### config.mk
export PLATFORM = sky130hd
export DESIGN_NAME = ah_demux_pkt_skid
export DESIGN_NICKNAME = d
export VERILOG_FILES = /design/src/rtl/ah_demux_pkg.sv /design/src/rtl/ah_skid_buf_2e.sv /design/src/rtl/ah_demux_pkt_skid.sv
export SDC_FILE = /design/constraint.sdc
export NUM_CORES = 1
export LEC_CHECK = 0
export BUFFER_PORTS_ARGS = -buffer_cell sky130_fd_sc_hd__buf_4
export CAP_MARGIN = 10
export CORE_AREA = 2 2 175 177
export CTS_BUF_LIST = sky130_fd_sc_hd__clkbuf_8 sky130_fd_sc_hd__clkbuf_16
export DETAILED_ROUTE_END_ITERATION = 7
export DIE_AREA = 0 0 177 179
export PLACE_DENSITY = 0.8
export SYNTH_ARGS = -nofsm -noshare
export SYNTH_HDL_FRONTEND = slang
export SYNTH_SLANG_ARGS = --single-unit
### constraint.sdc
create_clock -name clk -period 5.2 [get_ports clk]
set_clock_uncertainty 0.1 [all_clocks]
set_input_delay 0 -clock clk [delete_from_list [all_inputs] [get_ports clk]]
set_output_delay 0 -clock clk [all_outputs]
set_load 0.05 [all_outputs]
### src/rtl/ah_demux_pkg.sv
// rtl/ah_demux_pkg.sv - shared types and helpers for the packet-aware demux
package ah_demux_pkg;

  // Packet routing state: waiting for a first beat, forwarding, or sinking
  typedef enum logic [1:0] {
    IDLE   = 2'd0,
    LOCKED = 2'd1,
    DROP   = 2'd2
  } state_e;

  // Select width never collapses to zero bits
  function automatic int clog2_min1(input int n);
    int r;
    r = (n <= 2) ? 1 : $clog2(n);
    return r;
  endfunction

endpackage

### src/rtl/ah_skid_buf_2e.sv
// rtl/ah_skid_buf_2e.sv - two-entry registered skid buffer, FIFO order
module ah_skid_buf_2e #(
  parameter int W = 20
) (
  input  logic         clk,
  input  logic         rst_n,
  input  logic         in_valid,
  input  logic [W-1:0] in_data,
  output logic         in_ready,
  output logic         out_valid,
  output logic [W-1:0] out_data,
  input  logic         out_ready
);

  logic [1:0]   count_q, count_d;
  logic [W-1:0] head_q, head_d;
  logic [W-1:0] tail_q, tail_d;
  logic         push, pop;

  // Ready and valid come straight from the occupancy register, cutting the paths
  assign in_ready  = (count_q != 2'd2);
  assign out_valid = (count_q != 2'd0);
  assign out_data  = head_q;
  assign push      = in_valid & in_ready;
  assign pop       = out_valid & out_ready;

  // Next occupancy and storage; an empty buffer never bypasses, so output stays registered
  always_comb begin
    count_d = count_q;
    head_d  = head_q;
    tail_d  = tail_q;
    case (count_q)
      2'd0: begin
        if (push) begin
          head_d  = in_data;
          count_d = 2'd1;
        end
      end
      2'd1: begin
        if (push && pop) begin
          head_d = in_data;
        end else if (push) begin
          tail_d  = in_data;
          count_d = 2'd2;
        end else if (pop) begin
          count_d = 2'd0;
        end
      end
      default: begin
        if (pop) begin
          head_d  = tail_q;
          count_d = 2'd1;
        end
      end
    endcase
  end

  // Storage registers; reset discards anything in flight
  always_ff @(posedge clk or negedge rst_n) begin
    if (!rst_n) begin
      count_q <= 2'd0;
      head_q  <= '0;
      tail_q  <= '0;
    end else begin
      count_q <= count_d;
      head_q  <= head_d;
      tail_q  <= tail_d;
    end
  end

endmodule

### src/rtl/ah_demux_pkt_skid.sv
// rtl/ah_demux_pkt_skid.sv - packet-locked valid/ready demux with per-egress skid buffers
module ah_demux_pkt_skid
  import ah_demux_pkg::*;
#(
  parameter int DATA_W = 19,
  parameter int N_EGR  = 9,
  parameter int SEL_W  = clog2_min1(N_EGR),
  parameter int CNT_W  = 16
) (
  input  logic                    clk,
  input  logic                    rst_n,
  input  logic [SEL_W-1:0]        select,
  input  logic [DATA_W-1:0]       ing_data,
  input  logic                    ing_last,
  input  logic                    ing_valid,
  output logic                    ing_ready,
  output logic [N_EGR*DATA_W-1:0] egr_data,
  output logic [N_EGR-1:0]        egr_last,
  output logic [N_EGR-1:0]        egr_valid,
  input  logic [N_EGR-1:0]        egr_ready,
  output logic [CNT_W-1:0]        drop_cnt,
  output logic                    sel_err
);

  localparam int W = DATA_W + 1;
  localparam logic [SEL_W:0] N_EGR_L = (SEL_W+1)'(N_EGR);

  state_e           state_q, state_d;
  logic [SEL_W-1:0] route_q, route_d, route;
  logic             route_valid, sel_in_range, sel_ready;
  logic             accepted, drop_beat;
  logic [CNT_W-1:0] drop_cnt_q, drop_cnt_d;
  logic             sel_err_q, sel_err_d;
  logic [N_EGR-1:0] skid_in_valid, skid_in_ready;

  assign sel_in_range = ({1'b0, select} < N_EGR_L);

  // Current route: live select on a first beat, latched route inside a packet
  always_comb begin
    route       = route_q;
    route_valid = 1'b0;
    case (state_q)
      IDLE: begin
        route       = select;
        route_valid = sel_in_range;
      end
      LOCKED:  route_valid = 1'b1;
      default: route_valid = 1'b0;
    endcase
  end

  // Only the routed skid sees a push; its ready is the only one that reaches ingress
  always_comb begin
    sel_ready     = 1'b0;
    skid_in_valid = '0;
    for (int i = 0; i < N_EGR; i++) begin
      if (route_valid && (route == SEL_W'(i))) begin
        sel_ready        = skid_in_ready[i];
        skid_in_valid[i] = ing_valid;
      end
    end
  end

  assign ing_ready = rst_n & (route_valid ? sel_ready : 1'b1);
  assign accepted  = ing_valid & ing_ready;
  assign drop_beat = accepted & ~route_valid;

  // Packet FSM, route latch and drop accounting next-state
  always_comb begin
    state_d    = state_q;
    route_d    = route_q;
    drop_cnt_d = drop_cnt_q;
    sel_err_d  = drop_beat && (state_q == IDLE);
    if (drop_beat && (drop_cnt_q != {CNT_W{1'b1}})) begin
      drop_cnt_d = drop_cnt_q + CNT_W'(1);
    end
    if (accepted) begin
      if (ing_last) begin
        state_d = IDLE;
      end else if (state_q == IDLE) begin
        state_d = sel_in_range ? LOCKED : DROP;
        route_d = select;
      end
    end
  end

  // FSM and registered status outputs
  always_ff @(posedge clk or negedge rst_n) begin
    if (!rst_n) begin
      state_q    <= IDLE;
      route_q    <= '0;
      drop_cnt_q <= '0;
      sel_err_q  <= 1'b0;
    end else begin
      state_q    <= state_d;
      route_q    <= route_d;
      drop_cnt_q <= drop_cnt_d;
      sel_err_q  <= sel_err_d;
    end
  end

  assign drop_cnt = drop_cnt_q;
  assign sel_err  = sel_err_q;

  for (genvar g = 0; g < N_EGR; g++) begin : g_egr
    logic [W-1:0] out_w;

    ah_skid_buf_2e #(.W(W)) u_skid (
      .clk      (clk),
      .rst_n    (rst_n),
      .in_valid (skid_in_valid[g]),
      .in_data  ({ing_last, ing_data}),
      .in_ready (skid_in_ready[g]),
      .out_valid(egr_valid[g]),
      .out_data (out_w),
      .out_ready(egr_ready[g])
    );

    assign egr_last[g]                   = out_w[W-1];
    assign egr_data[g*DATA_W +: DATA_W] = out_w[DATA_W-1:0];
  end

endmodule

==> results.txt <==
DP HPWL: 30600 um
port bufs: 242
Critical Path Sink Type: flip-flop
WS Path Type: reg2reg
Cells after Synth: 1508
final antenna-violating net count: 0
CTS tree: done
max_slew headroom: 26.9%
FMAX: 287 MHz
# nets final: 1738
PwrDens: 597 nW/um^2
Post-Syn Area: 17500 sq um
Worst-Skew Late Latency: 0.52 ns
number of synthesized flops with an enable pin: 0
Num CTS Buffers: 40
max_cap viols: 0
Net Sw Frac: 43.2%
Worst Path Max Fanout: 23
htree depth: 2
synth warn: 0
initial antenna violation count: 1
Psw: 5.45 mW
routed len/inst: 22.1 um
pin count of the biggest net entering global routing: 151
num rows: 64
Seq/Total Area, Yosys: 57.2%
fin crit period: 3.49 ns
GRT overflow: 0
synth unique cells: 57
Core ar.: 30000 sq um
gr usage total: 29.7%
Die Y-Extent: 179 um
Post-CTS Setup Inserts: 0
endpoints failing hold: 0
largest cells by area after synthesis: dfrtp_1, o22ai_1, mux2_2
Worst-Margin Slew: 1.10 ns
Crit-path slowest cell: nand4_2
number of global-route vias before repair: 13175
Synth Flop Type: dfrtp_1
Ports: 243
Synth area leader: dfrtp_1
final design utilization: 70.4%
sequential power share: 36.1%
GP Congestion: 0.847
CTS Sinks: 401
FF+latch count, synth: 401
Clk pin slew, worst setup/hold paths: 0.06 ns
residual DRC count: 0
RSZ-0062 raised after global routing: no
DIE AREA: 31700 sq um
Area growth, synth to finish: 20.5%
worst hold slack: 0.0173 ns
Critical Path Source Type: flip-flop
DR vias/cell: 6.23
CP Cell Sequence: or2_1, o32a_1, nor3b_4, buf_4, nand4_2, mux2_4
VDD IR max: 0.546 mV
post-cts resize count: 0
CTS Root Cell: clkbuf_16
Crit path arrival time: 3.79 ns
Detailed Route WL: 47000 um
CP required: 5.50 ns
period utilization: 67.0%
endpoints failing setup: 0
CP max stage delay: 0.82 ns
first-pass GRT wire length: 73300 um
internal power: 7.16 mW
share of Yosys cell area claimed by the top area cell type: 57.2%
Hold Crit Class: in2async
drt first pass iters: 5
die width: 177 um
setup TNS: 0 ns
most common cell after layout, fill and taps aside: dfrtp_1
CTS Buffer Depth: 3
Combinational Power Share: 40.6%
1st-iter DRT viols: 1144
status: complete, no violations
cts hold-fix bufs: 38
Synth async-reset ratio: 100%
most frequent cells in the layout: dfrtp_1, buf_4, o22ai_1
Slew Viols, Final: 0
LEAKAGE: 9.91 nW
fraction of layout cells with a size suffix above 1: 27.1%
clock share of power: 23.3%
initial core utilization: 58.4%
Mapped Avg Cell Area: 11.6 sq um
syn nets: 1545
vias: 13250
final cells by class:
| type | count | area, sq um |
|---|---|---|
| antenna | 1 | 2.50 |
| clock buffer | 49 | 1150 |
| clock inverter | 22 | 208 |
| fill | 2111 | 8880 |
| inverter | 25 | 93.8 |
| multi-input combinational | 932 | 6790 |
| sequential | 401 | 10000 |
| tap | 396 | 495 |
| timing repair buffer | 301 | 2370 |
routing by layer:
metal | wire length (um) | track usage [%] | vias to the layer above
li1 | - | - | 5880
met1 | 19200 | 39.4 | 6691
met2 | 22900 | 50.2 | 581
met3 | 3800 | 6.02 | 98
met4 | 1120 | 7.85 | 0
met5 | 0 | 0 | -
cells in the mapped netlist, types with 11 or more instances:
cell type	instances
clkbuf_1	94
inv_1	25
nor2_1	51
mux2_2	103
mux2i_1	84
nand3_1	13
buf_1	20
xor2_1	11
mux2_1	66
mux2_4	19
a21oi_1	139
buf_2	15
nand2_1	89
buf_4	17
o22ai_1	204
dfrtp_1	401
o21ai_0	68
registers in the layout (all words and copies together), names as in the netlist:
register,flops
drop_cnt,16
g_egr.u_skid.count_q,18
g_egr.u_skid.out_data,180
g_egr.u_skid.tail_q,180
route_q,4
sel_err,1
state_q,2
critical path: cells and delay by family (launching register included):
| family | cells | cell delay, ns |
|---|---|---|
| AND/OR/NAND/NOR | 3 | 1.39 |
| multiplexers | 1 | 0.59 |
| flip-flops | 1 | 0.53 |
| AO/OA/AOI/OAI | 1 | 0.43 |
| buffers and inverters | 1 | 0.31 |
kinds of logic (layout without fill, tap and decap cells):
group	Yosys count	count (layout)	synth area share (%)
fa+ha+maj	1	1	0.0713
simple gates	202	202	5.45
buf+inv	175	397	4.38
flops	401	401	57.2
mux	273	273	17.3
other cells	0	1	0
xor+xnor	15	15	0.749
compound gates	441	441	14.8
worst paths after layout:
kind	start	endpoint	slack [ns]	cells after the start
worst max-delay path	state_q[0]$_DFFE_PN0P_	g_egr[1].u_skid.tail_q[7]$_DFFE_PN0P_	1.71	6
worst min-delay path	rst_n	g_egr[5].u_skid.out_data[8]$_DFFE_PN0P_	0.02	2
worst max register to register	state_q[0]$_DFFE_PN0P_	g_egr[1].u_skid.tail_q[7]$_DFFE_PN0P_	1.71	6
worst min register to register	g_egr[5].u_skid.out_data[0]$_DFFE_PN0P_	g_egr[5].u_skid.out_data[0]$_DFFE_PN0P_	0.38	2
max in group asynchronous	rst_n	g_egr[7].u_skid.out_data[0]$_DFFE_PN0P_	3.43	3
min in group clk	egr_ready[0]	g_egr[0].u_skid.count_q[1]$_DFFE_PN0P_	0.10	3
power by group through the flow:
stage                     combinational [mW]  sequential [mW]  clock [mW]
after floorplan                         1.11             6.80           0
after global placement                  5.02             4.53           0
after detailed placement                5.10             4.57           0
after CTS                               5.14             4.53        2.98
after global routing                    5.38             4.63        3.10
final                                   5.12             4.55        2.94
per-stage QoR:
step / setup slack, ns / instance area [sq um] / instances / power (mW)
6_report: 1.71 / 21100 / 2127 / 12.6
3_3_place_gp: 1.81 / 19400 / 2017 / 9.56
2_1_floorplan: 2.76 / 17500 / 1508 / 7.91
5_1_grt: 1.59 / 21100 / 2126 / 13.1
4_1_cts: 1.74 / 21100 / 2126 / 12.7
3_5_place_dp: 1.74 / 19400 / 2017 / 9.68
(Power assumes the default switching activity.)
